### src/rtl/dlsc_demosaic_vng6_ctrl.sv
// -----------------------------------------------------------------------------
// dlsc_demosaic_vng6_ctrl
//
// Frame-level sequencer for the VNG6 demosaic datapath. It accepts a raw Bayer
// pixel stream, drives the shared per-pixel state counter (dp_st), the datapath
// clock enable and the pixel push strobes. After the last input row it injects
// two masked all-zero rows so the datapath can drain its two-row output lag.
// The pipeline is throttled against a credit-based downstream buffer.
//
// Optional statistics: define DLSC_DEMOSAIC_VNG6_CTRL_STATS_EN to build the
// 32-bit saturating starvation/backpressure counters. Without it the stat_*
// ports are tied to zero.
//
// Ports:
//   clk, rst_n            clock, asynchronous active-low reset
//   cfg_width/height      frame size minus one (latched on an accepted cfg_go)
//   cfg_first_red         1 = frame row 0 is a red row
//   cfg_go                start-of-frame pulse, honoured only when idle
//   busy, frame_done      status; frame_done is a one-cycle pulse
//   in_valid/ready/data   input pixel handshake
//   dp_clk_en, dp_st      datapath clock enable and pixel-period state
//   dp_px_*               push strobe and qualifiers for the pushed pixel
//   dp_out_valid          datapath produced a pixel (qualified by dp_clk_en)
//   out_credit_return     downstream freed one buffer slot
//   stat_starve/backpressure  stall statistics
// -----------------------------------------------------------------------------
module dlsc_demosaic_vng6_ctrl #(
   parameter int DATA        = 8,
   parameter int XB          = 12,
   parameter int YB          = 12,
   parameter int STATES      = 12,
   parameter int OUT_CREDITS = 4
) (
   input  logic            clk,
   input  logic            rst_n,
   input  logic [XB-1:0]   cfg_width,
   input  logic [YB-1:0]   cfg_height,
   input  logic            cfg_first_red,
   input  logic            cfg_go,
   output logic            busy,
   output logic            frame_done,
   input  logic            in_valid,
   output logic            in_ready,
   input  logic [DATA-1:0] in_data,
   output logic            dp_clk_en,
   output logic [3:0]      dp_st,
   output logic            dp_px_push,
   output logic            dp_px_masked,
   output logic            dp_px_last,
   output logic            dp_px_row_red,
   output logic [DATA-1:0] dp_px_in,
   input  logic            dp_out_valid,
   input  logic            out_credit_return,
   output logic [31:0]     stat_starve,
   output logic [31:0]     stat_backpressure
);

   localparam int         OCW      = XB + YB + 2;
   localparam logic [3:0] ST_LAST  = 4'(STATES - 1);
   localparam logic [3:0] CRED_MAX = 4'(OUT_CREDITS);

   typedef enum logic [1:0] {IDLE = 2'd0, RUN = 2'd1, FLUSH = 2'd2} state_t;

   state_t          state_q;
   logic [3:0]      st_q, st_d;
   logic [3:0]      credits_q, credits_d;
   logic [XB-1:0]   width_q, col_q;
   logic [YB-1:0]   height_q, row_q;
   logic            first_red_q;
   logic [1:0]      frow_q;          // completed flush rows
   logic [OCW-1:0]  out_cnt_q, out_cnt_d, total_w;
   logic [XB:0]     wp1_w;
   logic [YB:0]     hp1_w;
   logic            frame_done_q;

   logic busy_w, st0_w, pend_w, stall_w, clk_en_w, push_w, out_qual_w, last_col_w;

   always_comb begin
      busy_w     = (state_q != IDLE);
      st0_w      = (st_q == 4'd0);
      // FLUSH keeps cycling st after its last push until the output count completes
      pend_w     = (state_q == RUN) || ((state_q == FLUSH) && (frow_q != 2'd2));
      // stall only at a pixel-period boundary; a started period always runs to the end
      stall_w    = st0_w && ((credits_q == 4'd0) || ((state_q == RUN) && !in_valid));
      clk_en_w   = busy_w && !stall_w;
      push_w     = clk_en_w && st0_w && pend_w;
      out_qual_w = dp_out_valid && clk_en_w;
      last_col_w = (col_q == width_q);
      st_d       = (st_q == ST_LAST) ? 4'd0 : st_q + 4'd1;
      out_cnt_d  = out_cnt_q + OCW'(out_qual_w);
      wp1_w      = {1'b0, width_q} + (XB+1)'(1);
      hp1_w      = {1'b0, height_q} + (YB+1)'(1);
      total_w    = OCW'(wp1_w) * OCW'(hp1_w);

      // a consume and a return in the same cycle cancel; returns saturate at full
      credits_d = credits_q;
      if (out_qual_w && !out_credit_return) begin
         if (credits_q != 4'd0) credits_d = credits_q - 4'd1;
      end else if (!out_qual_w && out_credit_return && (credits_q != CRED_MAX)) begin
         credits_d = credits_q + 4'd1;
      end
   end

   always_ff @(posedge clk or negedge rst_n) begin
      if (!rst_n) begin
         state_q      <= IDLE;
         st_q         <= 4'd0;
         credits_q    <= CRED_MAX;
         width_q      <= '0;
         height_q     <= '0;
         first_red_q  <= 1'b0;
         col_q        <= '0;
         row_q        <= '0;
         frow_q       <= 2'd0;
         out_cnt_q    <= '0;
         frame_done_q <= 1'b0;
      end else begin
         frame_done_q <= 1'b0;
         credits_q    <= credits_d;
         if (clk_en_w)   st_q      <= st_d;
         if (out_qual_w) out_cnt_q <= out_cnt_d;
         if (push_w) begin
            if (last_col_w) begin
               col_q <= '0;
               row_q <= row_q + YB'(1);
            end else begin
               col_q <= col_q + XB'(1);
            end
         end
         case (state_q)
            IDLE: begin
               if (cfg_go) begin
                  width_q     <= cfg_width;
                  height_q    <= cfg_height;
                  first_red_q <= cfg_first_red;
                  col_q       <= '0;
                  row_q       <= '0;
                  frow_q      <= 2'd0;
                  out_cnt_q   <= '0;
                  st_q        <= 4'd0;
                  state_q     <= RUN;
               end
            end
            RUN: begin
               if (push_w && last_col_w && (row_q == height_q)) state_q <= FLUSH;
            end
            FLUSH: begin
               if (push_w && last_col_w) frow_q <= frow_q + 2'd1;
               if (clk_en_w && (st_q == ST_LAST) && (out_cnt_d >= total_w)) begin
                  state_q      <= IDLE;
                  frame_done_q <= 1'b1;
               end
            end
            default: state_q <= IDLE;
         endcase
      end
   end

   assign busy          = busy_w;
   assign frame_done    = frame_done_q;
   assign in_ready      = push_w && (state_q == RUN);
   assign dp_clk_en     = clk_en_w;
   assign dp_st         = st_q;
   assign dp_px_push    = push_w;
   assign dp_px_masked  = push_w && (state_q == FLUSH);
   assign dp_px_last    = push_w && last_col_w;
   // red row when the row parity matches the latched first-row colour
   assign dp_px_row_red = push_w && ((row_q[0] == 1'b0) == first_red_q);
   assign dp_px_in      = (state_q == RUN) ? in_data : '0;

`ifdef DLSC_DEMOSAIC_VNG6_CTRL_STATS_EN
   logic [31:0] starve_q, bp_q;
   logic        starve_ev, bp_ev;

   always_comb begin
      // backpressure takes precedence when both causes are present
      bp_ev     = busy_w && st0_w && (credits_q == 4'd0);
      starve_ev = busy_w && st0_w && (credits_q != 4'd0) && (state_q == RUN) && !in_valid;
   end

   always_ff @(posedge clk or negedge rst_n) begin
      if (!rst_n) begin
         starve_q <= '0;
         bp_q     <= '0;
      end else if ((state_q == IDLE) && cfg_go) begin
         starve_q <= '0;
         bp_q     <= '0;
      end else begin
         if (starve_ev && (starve_q != '1)) starve_q <= starve_q + 32'd1;
         if (bp_ev && (bp_q != '1))         bp_q     <= bp_q + 32'd1;
      end
   end

   assign stat_starve       = starve_q;
   assign stat_backpressure = bp_q;
`else
   assign stat_starve       = '0;
   assign stat_backpressure = '0;
`endif

endmodule

### config.mk
export PLATFORM = sky130hd
export DESIGN_NAME = dlsc_demosaic_vng6_ctrl
export DESIGN_NICKNAME = d
export VERILOG_FILES = /design/src/rtl/dlsc_demosaic_vng6_ctrl.sv
export SDC_FILE = /design/constraint.sdc
export NUM_CORES = 1
export LEC_CHECK = 0
export ABC_AREA = 1
export BUFFER_PORTS_ARGS = -buffer_cell sky130_fd_sc_hd__buf_2
export CORE_MARGIN = 5
export CORE_UTILIZATION = 45
export CTS_CLUSTER_DIAMETER = 120
export DETAILED_ROUTE_END_ITERATION = 7
export PLACE_DENSITY_LB_ADDON = 0.25
export SLEW_MARGIN = 20
export SYNTH_ARGS = -nofsm -noshare
export SYNTH_HDL_FRONTEND = slang
export SYNTH_SLANG_ARGS = --single-unit
### constraint.sdc
create_clock -name clk -period 10.9 [get_ports clk]
set_input_delay 2.725 -clock clk [delete_from_list [all_inputs] [get_ports clk]]
set_output_delay 2.725 -clock clk [all_outputs]
set_load 0.005 [all_outputs]
# After elaboration in Yosys (flattened, before gate mapping)
# Cells that the tools add are included.
# W data, S select, Z words.
[totals]
word_cells = 98
register_bits = 88
out_inout_bits = 84
in_bits = 39
[op_classes]
mux = 28
add_sub_neg = 9
eq_ne = 13
n_reduce_logical = 34
n_mul = 1
n_lt_le_gt_ge = 1
bitwise_logic = 1
[ops]
columns = ["operator", "n"]
rows = [
  ["$mux W12", 8],
  ["$mux W26", 3],
  ["$mux W4", 7],
  ["$add A12 B1 Y13 const B", 2],
  ["$add A26 B1 Y26", 1],
  ["$ge A26 B26 Y1", 1],
  ["$mul A13 B13 Y26", 1],
  ["$add A12 B1 Y12 const B", 2],
  ["$eq A12 B12 Y1", 2],
  ["$logic_and A1 B1 Y1", 17],
  ["$mux W2", 5],
  ["$add A4 B1 Y4 const B", 2],
  ["$logic_not A4 Y1", 2],
  ["$mux W8", 1],
  ["$ne A2 B1 Y1 const B", 3],
  ["$ne A2 B2 Y1 const B", 3],
  ["$pmux W2 S3", 1],
  ["$reduce_and A3 Y1", 2],
  ["$reduce_bool A2 Y1", 3],
  ["$eq A4 B4 Y1 const B", 1],
  ["$logic_not A1 Y1", 4],
  ["$ne A4 B3 Y1 const B", 1],
  ["$pmux W2 S2", 1],
  ["$reduce_and A2 Y1", 2],
  ["other kinds (10)", 12],
]

# Depth between registers and ports, before layout
# Gate-level depths: netlist of run 1.
[logic_depth]
ltp_word = 12
ltp_mapped = 41
ltp_nobuf = 40

# Worst setup path after synthesis of run 1
# No wires, ideal clock.
[synth_path]
kind = "reg-to-reg"
startpoint = "reg width_q[0]"
endpoint = "reg state_q[1]"
setup_slack_ns = 4.456
setup_ns = 0.116
synth_period_minus_slack_ns = 6.444
required_time_ns = 10.784
t_arrival_ns = 6.327
path_buffers = 0
stages_incl_launch_ff = 36
cell_sequence = "dfrtp_1 > inv_1 > nor3_2 > nand4_2 > nand3b_1 > xor2_1 > inv_2 > nand2_1 > fa_1 > fa_1 > inv_1 > fa_1 > fa_1 > inv_1 > fa_1 > inv_1 > ha_1 > nand2_1 > nor2_1 > nand4_1 > o21ai_0 > nand2_1 > nand3_1 > nand2_1 > ha_1 > nand2_1 > nor2_1 > nand2_1 > inv_1 > nand3_1 > nor2_1 > nor2_1 > nand3_1 > nand2_1 > nand2_1 > nand2_1"
[synth_between]
elab_chain_len = 6
elab_cells_between_ends = 10
cone_classes = "add/sub: 1; mul: 1; order compare: 1; eq/ne: 3; reduce/logical: 4"
[synth_rtl]
columns = ["item", "line_no", "source"]
rows = [
  ["start: declaration", "67", "logic [XB-1:0] width_q, col_q;"],
  ["start signal: assignment", "133", "width_q <= cfg_width;"],
  ["$add A12 B1 Y13", "91", "wp1_w = {1'b0, width_q} + (XB+1)'(1);"],
  ["$mul A13 B13 Y26", "93", "total_w = OCW'(wp1_w) * OCW'(hp1_w);"],
  ["$ge A26 B26 Y1", "149", "if (clk_en_w && (st_q == ST_LAST) && (out_cnt_d >= total_w)) begin"],
  ["$logic_and A1 B1 Y1", "149", ""],
  ["$ne A2 B1 Y1 (no line)", "--", ""],
  ["$reduce_and A3 Y1 (no line) (*)", "--", ""],
  ["end signal: assignment", "145", "if (push_w && last_col_w && (row_q == height_q)) state_q <= FLUSH;"],
  ["end signal: assignment", "150", "state_q <= IDLE;"],
  ["end signal: assignment", "154", "default: state_q <= IDLE;"],
  ["end: declaration", "64", "state_t state_q;"],
]
# Every way passes the cells marked *; elsewhere a longest branch is shown, timed or not.
# A chain may end at the register's enable or synchronous reset.

# Worst setup path in the final report of run 1
# Same ends and word-level chain as after synthesis.

==> results of run 1 <==
worst min-delay path by stage:
| stage | startpoint | end | slack, ps | cells after the start |
|---|---|---|---|---|
| finish | credits_q[3]$_DFFE_PN0P_ | credits_q[3]$_DFFE_PN0P_ | 470 | 2 |
| global route | frow_q[0]$_DFFE_PN0P_ | frow_q[0]$_DFFE_PN0P_ | 510 | 1 |
| CTS | credits_q[3]$_DFFE_PN0P_ | credits_q[3]$_DFFE_PN0P_ | 480 | 2 |
| detailed placement | credits_q[3]$_DFFE_PN0P_ | credits_q[3]$_DFFE_PN0P_ | 460 | 2 |
| global placement | credits_q[3]$_DFFE_PN0P_ | credits_q[3]$_DFFE_PN0P_ | 460 | 2 |
| floorplan | credits_q[3]$_DFFE_PN0P_ | credits_q[3]$_DFFE_PN0P_ | 440 | 2 |
per-stage QoR:
stage | utilization | setup WS [ps] | std cells | area (µm²) | hold slack [ps]
2_1_floorplan | - | 4460 | 1797 | 12800 | 441
3_3_place_gp | 0.469 | 3160 | 2145 | 13000 | 460
3_5_place_dp | 0.469 | 2990 | 2145 | 13000 | 464
4_1_cts | 0.481 | 2960 | 2161 | 13300 | 481
5_1_grt | 0.481 | 2240 | 2161 | 13300 | 505
6_report | 0.481 | 2860 | 2161 | 13300 | 475
layout by cell type, fill, tap and decap left out, drive strengths merged, types with 4 or more instances in the layout:
cell    count
buf        61
clkinv      4
o21ai      75
a22oi       4
nor3       33
conb       64
xnor2      14
nand3      60
nand4      31
clkbuf      9
or2         5
ha        108
a211oi      6
fa        122
xor2       42
a21oi      59
nand2     415
nor2      215
inv       342
dfrtp      87
cells by family (layout without fill, tap and decap cells):
group,Yosys count,in the layout,share of synthesized area
adders and majority gates,230,230,0.303
and+or+nand+nor,767,767,0.259
other,1,64,0.000299
AOI/OAI and AO/OA,159,159,0.0685
DFF,88,88,0.176
xor gates and xnor gates,56,56,0.0427
buffers and inverters,433,419,0.151
metal layers:
| metal | vias up | global-route usage | routed length (µm) | share of wire |
|---|---|---|---|---|
| li1 | 5279 | - | - | - |
| met1 | 5164 | 0.305 | 14700 | 0.45 |
| met2 | 358 | 0.329 | 14600 | 0.45 |
| met3 | 44 | 0.0327 | 2390 | 0.074 |
| met4 | 0 | 0.0590 | 638 | 0.020 |
| met5 | - | 0 | 0 | 0 |
registers in the layout, indices dropped and copies added (netlist names):
register     count
row_q           12
width_q         12
credits_q        4
dp_st            4
out_cnt_q       26
state_q          2
height_q        12
frame_done       1
first_red_q      1
col_q           12
frow_q           2
cell type report:
class                           instances  area, µm²
Clock buffer                            9        225
Clock inverter                          7        101
Fill cell                            2835      14300
Inverter                              342       1280
Multi-Input combinational cell       1276       8680
Sequential cell                        88       2200
Tap cell                              378        473
Timing Repair Buffer                   61        315
worst register-to-register path, delay by kind of cell (launching register included):
family	cells	cell delay (ps)
fa+ha+maj	8	3350
simple gates	20	2110
buf+inv	6	720
xor+xnor	1	640
flops	1	620
compound gates	1	500
==> Implementation_results.wiki, run 1 <==
{| class="wikitable"
! Metric !! Value
|-
| Outcome || finished, final reports clean
|-
| Unrepaired setup endpoints after global routing || no
|-
| Max-capacitance violation count || 0
|-
| Area Overhead vs Synth || 5.94%
|-
| Count of flip-flops with a built-in enable after synthesis || 0
|-
| Average wire per cell in the routed design || 15.0 µm
|-
| Number of global-route vias before repair || 10655
|-
| Final total negative setup slack || 0 ps
|-
| Max Root-Sink Buffers || 2
|-
| Half-perimeter wire length after placement || 27.1 mm
|-
| Synth Cell Area || 0.0125 mm²
|-
| Worst reg2reg startpoint || width_q[0]$_DFFE_PN0P_
|-
| Crit path launch || width_q[0]$_DFFE_PN0P_
|-
| Fin. max-slew vios || 0
|-
| Count of unresolved DRC violations after routing || 0
|-
| Headroom to the max-slew limit || 0.281
|-
| Overall die area || 0.0313 mm²
|-
| Worst-skew pair later-pin latency || 350 ps
|-
| Iter 0 DRT Violations || 780
|-
| Number of failing setup endpoints in the final timing report || 0
|-
| Peak per-stage delay on the critical path || 640 ps
|-
| Number of hold-slack violations in the final timing report || 0
|-
| Worst Path Class, Setup || reg -> reg
|-
| Cell type contributing the most total cell area after synthesis || sky130_fd_sc_hd__fa_1
|-
| Buf+Inv Stages, Crit Path || 6
|-
| Destination of the worst register-to-register timing path || state_q[1]$_DFFE_PN0P_
|-
| Path class of the lowest-slack min-delay path || reg -> reg
|-
| Top post-synthesis cells by area || sky130_fd_sc_hd__fa_1, sky130_fd_sc_hd__dfrtp_1, sky130_fd_sc_hd__nand2_1
|-
| Synthesis-stage register bit count || 88
|-
| Detail-routed via count per cell || 5.02
|-
| Min cycle time layout || 8040 ps
|-
| Routed WL || 32.3 mm
|-
| Root Buffer Master || sky130_fd_sc_hd__clkbuf_16
|-
| Number of resized instances in the post-cts repair step || 0
|-
| RePlAce Congestion || 0.962
|-
| Count of unique library cells instantiated by Yosys || 45
|-
| Synthesis Warnings || 0
|-
| Initial antenna violation count || 0
|-
| WP data arrival || 8280 ps
|-
| Worst EP required || 11140 ps
|-
| Portion of the clock cycle consumed by the worst path in the final layout || 0.738
|-
| Post-Syn Instances || 1734
|-
| Post-CTS setup buffers || 0
|-
| Number of buffers added to fix hold violations after cts || 0
|-
| Number of sinks on the clock net || 88
|-
| Crit path max fanout || 12
|-
| Top cell family by delay on the critical path || adder cells
|-
| Clock tree skew after final layout || 11.5 ps
|-
| Async SR Flop Fraction || 1.00
|-
| Maximum number of pins on one net before global-route repair || 60
|-
| Standard-cell row count || 61
|-
| Y dimension of the die || 177 µm
|-
| Share of cells above drive strength 1 || 0.0735
|-
| Overall overflow remaining after global route || 0
|-
| Maximum clock frequency || 0.124 GHz
|-
| Total via count after detailed routing || 10845
|-
| Antenna Diode Count || 0
|-
| Worst r2r path cells || 36
|-
| Clock-pin slew on the worst setup and hold paths || 70 ps
|-
| Nature of the critical path startpoint || flip-flop
|-
| Area fraction of the dominant cell type after synthesis || 0.195
|-
| Most used standard cell by instance count after synthesis || sky130_fd_sc_hd__nand2_1
|-
| Share of the yosys chip area belonging to registers || 0.176
|-
| Slew @ Worst Pin || 1080 ps
|-
| Count of nets after finishing || 2047
|-
| Flop-to-flop setup slack || 2860 ps
|-
| Placeable core area || 0.0276 mm²
|-
| Number of routed nets with antenna violations || 0
|-
| Port Buf Inserts || 58
|-
| Count of pins on the block boundary || 123
|-
| Starting density of the core || 0.454
|-
| Inserted Clock Buffers || 9
|-
| Ranking of synthesized cells by instance count || sky130_fd_sc_hd__nand2_1, sky130_fd_sc_hd__inv_1, sky130_fd_sc_hd__nor2_1
|-
| Die Span X || 177 µm
|-
| H-tree level count || 3
|-
| Capture point of the critical path || state_q[1]$_DFFE_PN0P_
|-
| Clock tree from TritonCTS || yes
|-
| Crit. path cell count || 36
|-
| Worst setup EP type || flip-flop
|-
| First-pass GRT wire length || 53.4 mm
|-
| Slowest cell on the critical path || sky130_fd_sc_hd__xor2_1
|-
| Crit-path most repeated cell || sky130_fd_sc_hd__nand2_1
|-
| First-pass iteration count of the detailed router || 7
|-
| Overall routing resource usage || 0.211
|-
| Predominant post-synthesis flop cell || sky130_fd_sc_hd__dfrtp_1
|-
| Mean area per synthesized cell || 7.23 µm²
|}
Power of run 1 is not shown: default switching activity piles up to over one toggle a cycle in this logic, so the estimate is an artifact.
==> run 2: changes to the inputs <==
--- a/config.mk
+++ b/config.mk
@@ -5,7 +5,7 @@
 export SDC_FILE = /design/constraint.sdc
 export NUM_CORES = 1
 export LEC_CHECK = 0
-export ABC_AREA = 1
+export ABC_AREA = 0
 export BUFFER_PORTS_ARGS = -buffer_cell sky130_fd_sc_hd__buf_2
 export CORE_MARGIN = 5
 export CORE_UTILIZATION = 45
==> constraint.sdc (replaced) <==
create_clock -name clk -period 8 [get_ports clk]
set_input_delay 2 -clock clk [delete_from_list [all_inputs] [get_ports clk]]
set_output_delay 2 -clock clk [all_outputs]
set_load 0.005 [all_outputs]
==> Implementation_results.wiki, run 2 <==
{| class="wikitable"
! Metric !! Value
|-
| Final total negative setup slack || 0 ps (unchanged)
|-
| Register bank with the most flops || out_cnt_q (unchanged)
|-
| Count of pins on the block boundary || 123 (unchanged)
|-
| Inserted Clock Buffers || 9 (unchanged)
|-
| Path class of the lowest-slack min-delay path || reg -> reg (unchanged)
|-
| Number of buffers added to fix hold violations after cts || 0 (unchanged)
|-
| Crit-path most repeated cell || sky130_fd_sc_hd__fa_1 (was sky130_fd_sc_hd__nand2_1)
|-
| Portion of the clock cycle consumed by the worst path in the final layout || 0.937 (was 0.738)
|-
| Max Root-Sink Buffers || 2 (unchanged)
|-
| Iter 0 DRT Violations || 624 (was 780)
|-
| Maximum clock frequency || 0.133 GHz (was 0.124 GHz)
|-
| Average wire per cell in the routed design || 15.9 µm (was 15.0 µm)
|-
| Overall routing resource usage || 0.191 (was 0.211)
|-
| Total via count after detailed routing || 9511 (was 10845)
|-
| Synthesis-stage register bit count || 88 (unchanged)
|-
| Number of sinks on the clock net || 88 (unchanged)
|-
| Share of the yosys chip area belonging to registers || 0.185 (was 0.176)
|-
| Most frequent standard cell in the layout excluding fill and tap cells || sky130_fd_sc_hd__nand2_1 (unchanged)
|-
| Worst-skew pair later-pin latency || 360 ps (was 350 ps)
|-
| Unrepaired setup endpoints after global routing || no (unchanged)
|-
| Synthesis Warnings || 0 (unchanged)
|-
| Top cell family by delay on the critical path || adder cells (unchanged)
|-
| Maximum number of pins on one net before global-route repair || 59 (was 60)
|-
| Headroom to the max-slew limit || 0.477 (was 0.281)
|-
| Outcome || finished, final reports clean (unchanged)
|-
| Starting density of the core || 0.457 (was 0.454)
|-
| Area Overhead vs Synth || 7.90% (was 5.94%)
|-
| Overall die area || 0.0298 mm² (was 0.0313 mm²)
|-
| Count of unresolved DRC violations after routing || 0 (unchanged)
|-
| Post-Syn Instances || 1422 (was 1734)
|-
| Half-perimeter wire length after placement || 23.5 mm (was 27.1 mm)
|-
| Placeable core area || 0.0261 mm² (was 0.0276 mm²)
|-
| Clock tree from TritonCTS || yes (unchanged)
|-
| Area of all placed cells without fillers || 0.0129 mm² (was 0.0133 mm²)
|-
| Worst setup EP type || flip-flop (unchanged)
|-
| Post-CTS setup buffers || 0 (unchanged)
|-
| Mean area per synthesized cell || 8.38 µm² (was 7.23 µm²)
|-
| Count of nets after finishing || 1751 (was 2047)
|-
| Nature of the critical path startpoint || flip-flop (unchanged)
|-
| First-pass GRT wire length || 47.3 mm (was 53.4 mm)
|-
| Count of flip-flops with a built-in enable after synthesis || 0 (unchanged)
|-
| Detail-routed via count per cell || 5.22 (was 5.02)
|-
| Cell type contributing the most total cell area after synthesis || sky130_fd_sc_hd__fa_1 (unchanged)
|-
| Min cycle time layout || 7490 ps (was 8040 ps)
|-
| Routed WL || 29.0 mm (was 32.3 mm)
|-
| Antenna Diode Count || 0 (unchanged)
|-
| Synth Cell Area || 0.0119 mm² (was 0.0125 mm²)
|-
| Fin. max-slew vios || 0 (unchanged)
|-
| Y dimension of the die || 173 µm (was 177 µm)
|-
| Number of routed nets with antenna violations || 0 (unchanged)
|-
| WP data arrival || 7780 ps (was 8280 ps)
|-
| Top post-synthesis cells by area || sky130_fd_sc_hd__fa_1, sky130_fd_sc_hd__dfrtp_1, sky130_fd_sc_hd__ha_1 (was sky130_fd_sc_hd__fa_1, sky130_fd_sc_hd__dfrtp_1, sky130_fd_sc_hd__nand2_1)
|-
| Most used standard cell by instance count after synthesis || sky130_fd_sc_hd__nand2_1 (unchanged)
|-
| Root Buffer Master || sky130_fd_sc_hd__clkbuf_16 (unchanged)
|-
| Worst EP required || 8290 ps (was 11140 ps)
|-
| Worst Path Class, Setup || reg -> reg (unchanged)
|-
| Number of global-route vias before repair || 9353 (was 10655)
|-
| RePlAce Congestion || 0.934 (was 0.962)
|-
| Die Span X || 173 µm (was 177 µm)
|-
| Port Buf Inserts || 58 (unchanged)
|-
| Overall overflow remaining after global route || 0 (unchanged)
|-
| Clock tree skew after final layout || 11.3 ps (was 11.5 ps)
|-
| Cell area after placement || 0.0125 mm² (was 0.0130 mm²)
|-
| Buf+Inv Stages, Crit Path || 4 (was 6)
|-
| Initial antenna violation count || 0 (unchanged)
|-
| Share of cells above drive strength 1 || 0.0935 (was 0.0735)
|-
| Clock-pin slew on the worst setup and hold paths || 70 ps (about the same)
|-
| Async SR Flop Fraction || 1.00 (unchanged)
|-
| Flip-flop count of the largest register, all copies and words added || 26 (unchanged)
|-
| Crit path max fanout || 9 (was 12)
|-
| Area fraction of the dominant cell type after synthesis || 0.205 (was 0.195)
|-
| First-pass iteration count of the detailed router || 5 (was 7)
|-
| Slowest cell on the critical path || sky130_fd_sc_hd__fa_1 (was sky130_fd_sc_hd__xor2_1)
|-
| Max-capacitance violation count || 0 (unchanged)
|-
| Standard-cell row count || 59 (was 61)
|-
| Peak per-stage delay on the critical path || 560 ps (was 640 ps)
|-
| Slew @ Worst Pin || 778 ps (was 1080 ps)
|-
| Ranking of synthesized cells by instance count || sky130_fd_sc_hd__nand2_1, sky130_fd_sc_hd__inv_1, sky130_fd_sc_hd__nor2_1 (unchanged)
|-
| Number of hold-slack violations in the final timing report || 0 (unchanged)
|-
| Count of unique library cells instantiated by Yosys || 60 (was 45)
|-
| Predominant post-synthesis flop cell || sky130_fd_sc_hd__dfrtp_1 (unchanged)
|-
| Number of failing setup endpoints in the final timing report || 0 (unchanged)
|-
| Leading cell types in the layout, fill and taps excluded || sky130_fd_sc_hd__nand2_1, sky130_fd_sc_hd__inv_1, sky130_fd_sc_hd__nor2_1 (unchanged)
|-
| H-tree level count || 3 (unchanged)
|-
| Fin Hold WS || 492 ps (was 475 ps)
|}
-- run 2: cell type report --
type,count,area [µm²]
repair buffers,99,604
clock buffers,9,225
well taps,335,419
inverters,169,634
fillers,2516,13200
clock inverters,7,62.6
multi-input cells,1115,8710
flip-flops and latches,88,2200
-- run 2: final timing paths --
check	startpoint	to	slack, ps	cells past startpoint
worst max-delay path	height_q[1]$_DFFE_PN0P_	frame_done$_DFF_PN0_	510	27
worst min-delay path	frow_q[0]$_DFFE_PN0P_	frow_q[0]$_DFFE_PN0P_	490	1
worst max register to register	height_q[1]$_DFFE_PN0P_	frame_done$_DFF_PN0_	510	27
worst min register to register	frow_q[0]$_DFFE_PN0P_	frow_q[0]$_DFFE_PN0P_	490	1
max in group asynchronous	rst_n	width_q[0]$_DFFE_PN0P_	5300	2
min in group asynchronous	rst_n	credits_q[3]$_DFFE_PN0P_	1560	1
-- run 2: stage by stage --
| step | worst slack, ps | cells | utilization |
|---|---|---|---|
| finish | 507 | 1822 | 0.494 |
| global route | 4.00 | 1822 | 0.494 |
| CTS | 50.7 | 1822 | 0.491 |
| detailed placement | -122 | 1806 | 0.480 |
| global placement | 16.7 | 1806 | 0.480 |
| floorplan | 704 | 1485 | - |
-- run 2: layer usage --
layer | up-vias | track usage | part of all wire
met2 | 268 | 0.317 | 0.49
met5 | - | 0 | 0
met3 | 36 | 0.0347 | 0.060
met4 | 0 | 0.0416 | 0.013
li1 | 4531 | - | -
met1 | 4676 | 0.263 | 0.44
-- run 2: logic make-up after synthesis --
logic type                 count (synthesis)  synth area share
adders and majority gates                230             0.318
buffers and inverters                    282             0.109
other                                      1          0.000315
AOI/OAI and AO/OA                        132            0.0671
and+or+nand+nor                          541             0.211
xor gates and xnor gates                 141             0.104
DFF                                       88             0.185
muxes                                      7           0.00588
-- run 2: what timing repair did --
item | CTS | global route
gates resized for setup | 1 | 13
setup endpoints to repair | 2 | 2
pin swaps | 0 | 3
Power of run 2 is left out for the same reason.
==> run 3: changes to the inputs <==
--- a/config.mk
+++ b/config.mk
@@ -11,7 +11,8 @@
 export CORE_UTILIZATION = 45
 export CTS_CLUSTER_DIAMETER = 120
 export DETAILED_ROUTE_END_ITERATION = 7
-export PLACE_DENSITY_LB_ADDON = 0.25
+export GPL_ROUTABILITY_DRIVEN = 0
+export PLACE_DENSITY = 0.73
 export SLEW_MARGIN = 20
 export SYNTH_ARGS = -nofsm -noshare
 export SYNTH_HDL_FRONTEND = slang
==> constraint.sdc (replaced) <==
create_clock -name clk -period 8.2 [get_ports clk]
set_input_delay 2.05 -clock clk [delete_from_list [all_inputs] [get_ports clk]]
set_output_delay 2.05 -clock clk [all_outputs]
set_load 0.005 [all_outputs]
==> Implementation_results.wiki, run 3 (synthesis gave the netlist of run 2 again) <==
{| class="wikitable"
! Metric !! Value
|-
| Number of hold-slack violations in the final timing report || 0 (unchanged)
|-
| Worst-skew pair later-pin latency || 350 ps (was 360 ps)
|-
| Clock tree from TritonCTS || yes (unchanged)
|-
| Number of routed nets with antenna violations || 0 (unchanged)
|-
| Crit path max fanout || 13 (was 9)
|-
| Antenna Diode Count || 0 (unchanged)
|-
| Post-CTS setup buffers || 0 (unchanged)
|-
| Slew @ Worst Pin || 746 ps (was 778 ps)
|-
| Destination of the worst register-to-register timing path || frame_done$_DFF_PN0_ (unchanged)
|-
| WP data arrival || 8030 ps (was 7780 ps)
|-
| Maximum clock frequency || 0.129 GHz (was 0.133 GHz)
|-
| Register bank with the most flops || out_cnt_q (unchanged)
|-
| Overall die area || 0.0298 mm² (unchanged)
|-
| Global-route met3 utilization || 0.0352 (was 0.0347)
|-
| Number of sinks on the clock net || 88 (unchanged)
|-
| Number of failing setup endpoints in the final timing report || 0 (unchanged)
|-
| Nature of the critical path startpoint || flip-flop (unchanged)
|-
| Area Overhead vs Synth || 7.46% (was 7.90%)
|-
| Most heavily used metal layer in global routing || met2 (unchanged)
|-
| Y dimension of the die || 173 µm (unchanged)
|-
| Most frequent standard cell in the layout excluding fill and tap cells || sky130_fd_sc_hd__nand2_1 (unchanged)
|-
| Port Buf Inserts || 58 (unchanged)
|-
| Count of pins on the block boundary || 123 (unchanged)
|-
| Leading cell types in the layout, fill and taps excluded || sky130_fd_sc_hd__nand2_1, sky130_fd_sc_hd__inv_1, sky130_fd_sc_hd__nor2_1 (unchanged)
|-
| Number of global-route vias before repair || 9689 (was 9353)
|-
| Fin. max-slew vios || 0 (unchanged)
|-
| Multi-input gate area || 0.00872 mm² (was 0.00871 mm²)
|-
| Count of filler cells inserted in the layout || 2463 (was 2516)
|-
| Standard-cell row count || 59 (unchanged)
|-
| Sequential Area || 0.00220 mm² (unchanged)
|-
| H-tree level count || 3 (unchanged)
|-
| Worst Path Class, Setup || reg -> reg (unchanged)
|-
| Portion of the clock cycle consumed by the worst path in the final layout || 0.945 (was 0.937)
|-
| Average wire per cell in the routed design || 15.8 µm (was 15.9 µm)
|-
| Headroom to the max-slew limit || 0.502 (was 0.477)
|-
| Overall overflow remaining after global route || 0 (unchanged)
|-
| Clock tree skew after final layout || 8.04 ps (was 11.3 ps)
|-
| Maximum number of pins on one net before global-route repair || 59 (unchanged)
|-
| Worst r2r path cells || 28 (was 27)
|-
| First-pass iteration count of the detailed router || 8 (was 5)
|-
| Overall routing resource usage || 0.189 (was 0.191)
|-
| Die Span X || 173 µm (unchanged)
|-
| Flop-to-flop setup slack || 450 ps (was 510 ps)
|-
| Half-perimeter wire length after placement || 23.0 mm (was 23.5 mm)
|-
| Min cycle time layout || 7750 ps (was 7490 ps)
|-
| Met2 usage in global routing || 0.313 (was 0.317)
|-
| Routed WL || 28.6 mm (was 29.0 mm)
|-
| Share of cells above drive strength 1 || 0.0884 (was 0.0935)
|-
| Worst setup EP type || flip-flop (unchanged)
|-
| Starting density of the core || 0.457 (unchanged)
|-
| Max Root-Sink Buffers || 2 (unchanged)
|-
| Detail-routed via count per cell || 5.34 (was 5.22)
|-
| Root Buffer Master || sky130_fd_sc_hd__clkbuf_16 (unchanged)
|-
| Clock-pin slew on the worst setup and hold paths || 70 ps (about the same)
|-
| Inserted Clock Buffers || 9 (unchanged)
|-
| Final core occ || 0.492 (was 0.494)
|-
| Initial antenna violation count || 0 (unchanged)
|-
| Max-capacitance violation count || 0 (unchanged)
|-
| Outcome || finished, final reports clean (unchanged)
|-
| Iter 0 DRT Violations || 809 (was 624)
|-
| Slowest cell on the critical path || sky130_fd_sc_hd__fa_1 (unchanged)
|-
| WHS Endpoint || frow_q[0]$_DFFE_PN0P_ (unchanged)
|-
| First-pass GRT wire length || 47.2 mm (was 47.3 mm)
|-
| Worst reg2reg startpoint || width_q[0]$_DFFE_PN0P_ (was height_q[1]$_DFFE_PN0P_)
|-
| Worst EP required || 8480 ps (was 8290 ps)
|-
| Placeable core area || 0.0261 mm² (unchanged)
|-
| Count of nets after finishing || 1746 (was 1751)
|-
| Peak per-stage delay on the critical path || 530 ps (was 560 ps)
|-
| Count of unresolved DRC violations after routing || 0 (unchanged)
|-
| Path class of the lowest-slack min-delay path || reg -> reg (unchanged)
|-
| Crit-path most repeated cell || sky130_fd_sc_hd__fa_1 (unchanged)
|-
| Met1 demand-to-capacity share in global routing || 0.251 (was 0.263)
|-
| Hold path startpoint || frow_q[0]$_DFFE_PN0P_ (unchanged)
|-
| Worst hold path cell count || 1 (unchanged)
|-
| Flip-flop count of the largest register, all copies and words added || 26 (unchanged)
|-
| Total via count after detailed routing || 9695 (was 9511)
|}
[run 3: cell types whose count changed in the layout (fill, tap and decap cells not counted), sizes merged]
cell,delta
inv,-4
clkbuf,+1
buf,-5
clkinvlp,+3
[run 3: area by class of cell]
cell class                      instances  area share
Tap cell                              335      0.0327
Multi-Input combinational cell       1115       0.680
Timing Repair Buffer                   94      0.0439
Clock buffer                           10      0.0179
Clock inverter                          6     0.00352
Sequential cell                        88       0.172
Inverter                              169      0.0495
[run 3: layer usage]
metal,up-vias,wire length [µm],share of wire
met3,58,1970,0.069
met2,337,13900,0.48
met5,-,0,0
met1,4785,12000,0.42
li1,4515,-,-
met4,0,756,0.026
[run 3: worst max path at each step]
stage	endpoint	slack, ps	depth (start not counted)	start
after CTS	frame_done$_DFF_PN0_	320	28	width_q[0]$_DFFE_PN0P_
after floorplan	frame_done$_DFF_PN0_	900	29	width_q[0]$_DFFE_PN0P_
after global placement	frame_done$_DFF_PN0_	600	28	width_q[0]$_DFFE_PN0P_
after detailed placement	frame_done$_DFF_PN0_	330	28	width_q[0]$_DFFE_PN0P_
after global routing	frame_done$_DFF_PN0_	-3	27	height_q[0]$_DFFE_PN0P_
final	frame_done$_DFF_PN0_	450	28	width_q[0]$_DFFE_PN0P_
[run 3: metrics by stage]
| step | cell area, µm² | std cells | setup WS, ps | hold slack, ps | setup TNS (ps) |
|---|---|---|---|---|---|
| detailed placement | 12500 | 1801 | 334 | 482 | 0 |
| CTS | 12700 | 1817 | 323 | 496 | 0 |
| global route | 12800 | 1817 | -3.21 | 544 | -3.21 |
| global placement | 12500 | 1801 | 597 | 464 | 0 |
| floorplan | 12200 | 1485 | 904 | 448 | 0 |
| finish | 12800 | 1817 | 448 | 495 | 0 |
[run 3: timing repair]
action / CTS / global route
hold buffers: 0 / 0
gates resized for setup: 0 / 9
setup endpoints to repair: 0 / 2
[run 3: critical path, delay by kind of cell, from the launching register on]
| family | cells | cell delay, ps |
|---|---|---|
| AO/OA/AOI/OAI | 6 | 1630 |
| XOR/XNOR | 1 | 150 |
| adder cells (fa/ha/maj) | 8 | 3460 |
| buffers and inverters | 5 | 640 |
| flip-flops | 1 | 450 |
| AND/OR/NAND/NOR | 8 | 1330 |
Power of run 3 is left out for the same reason.
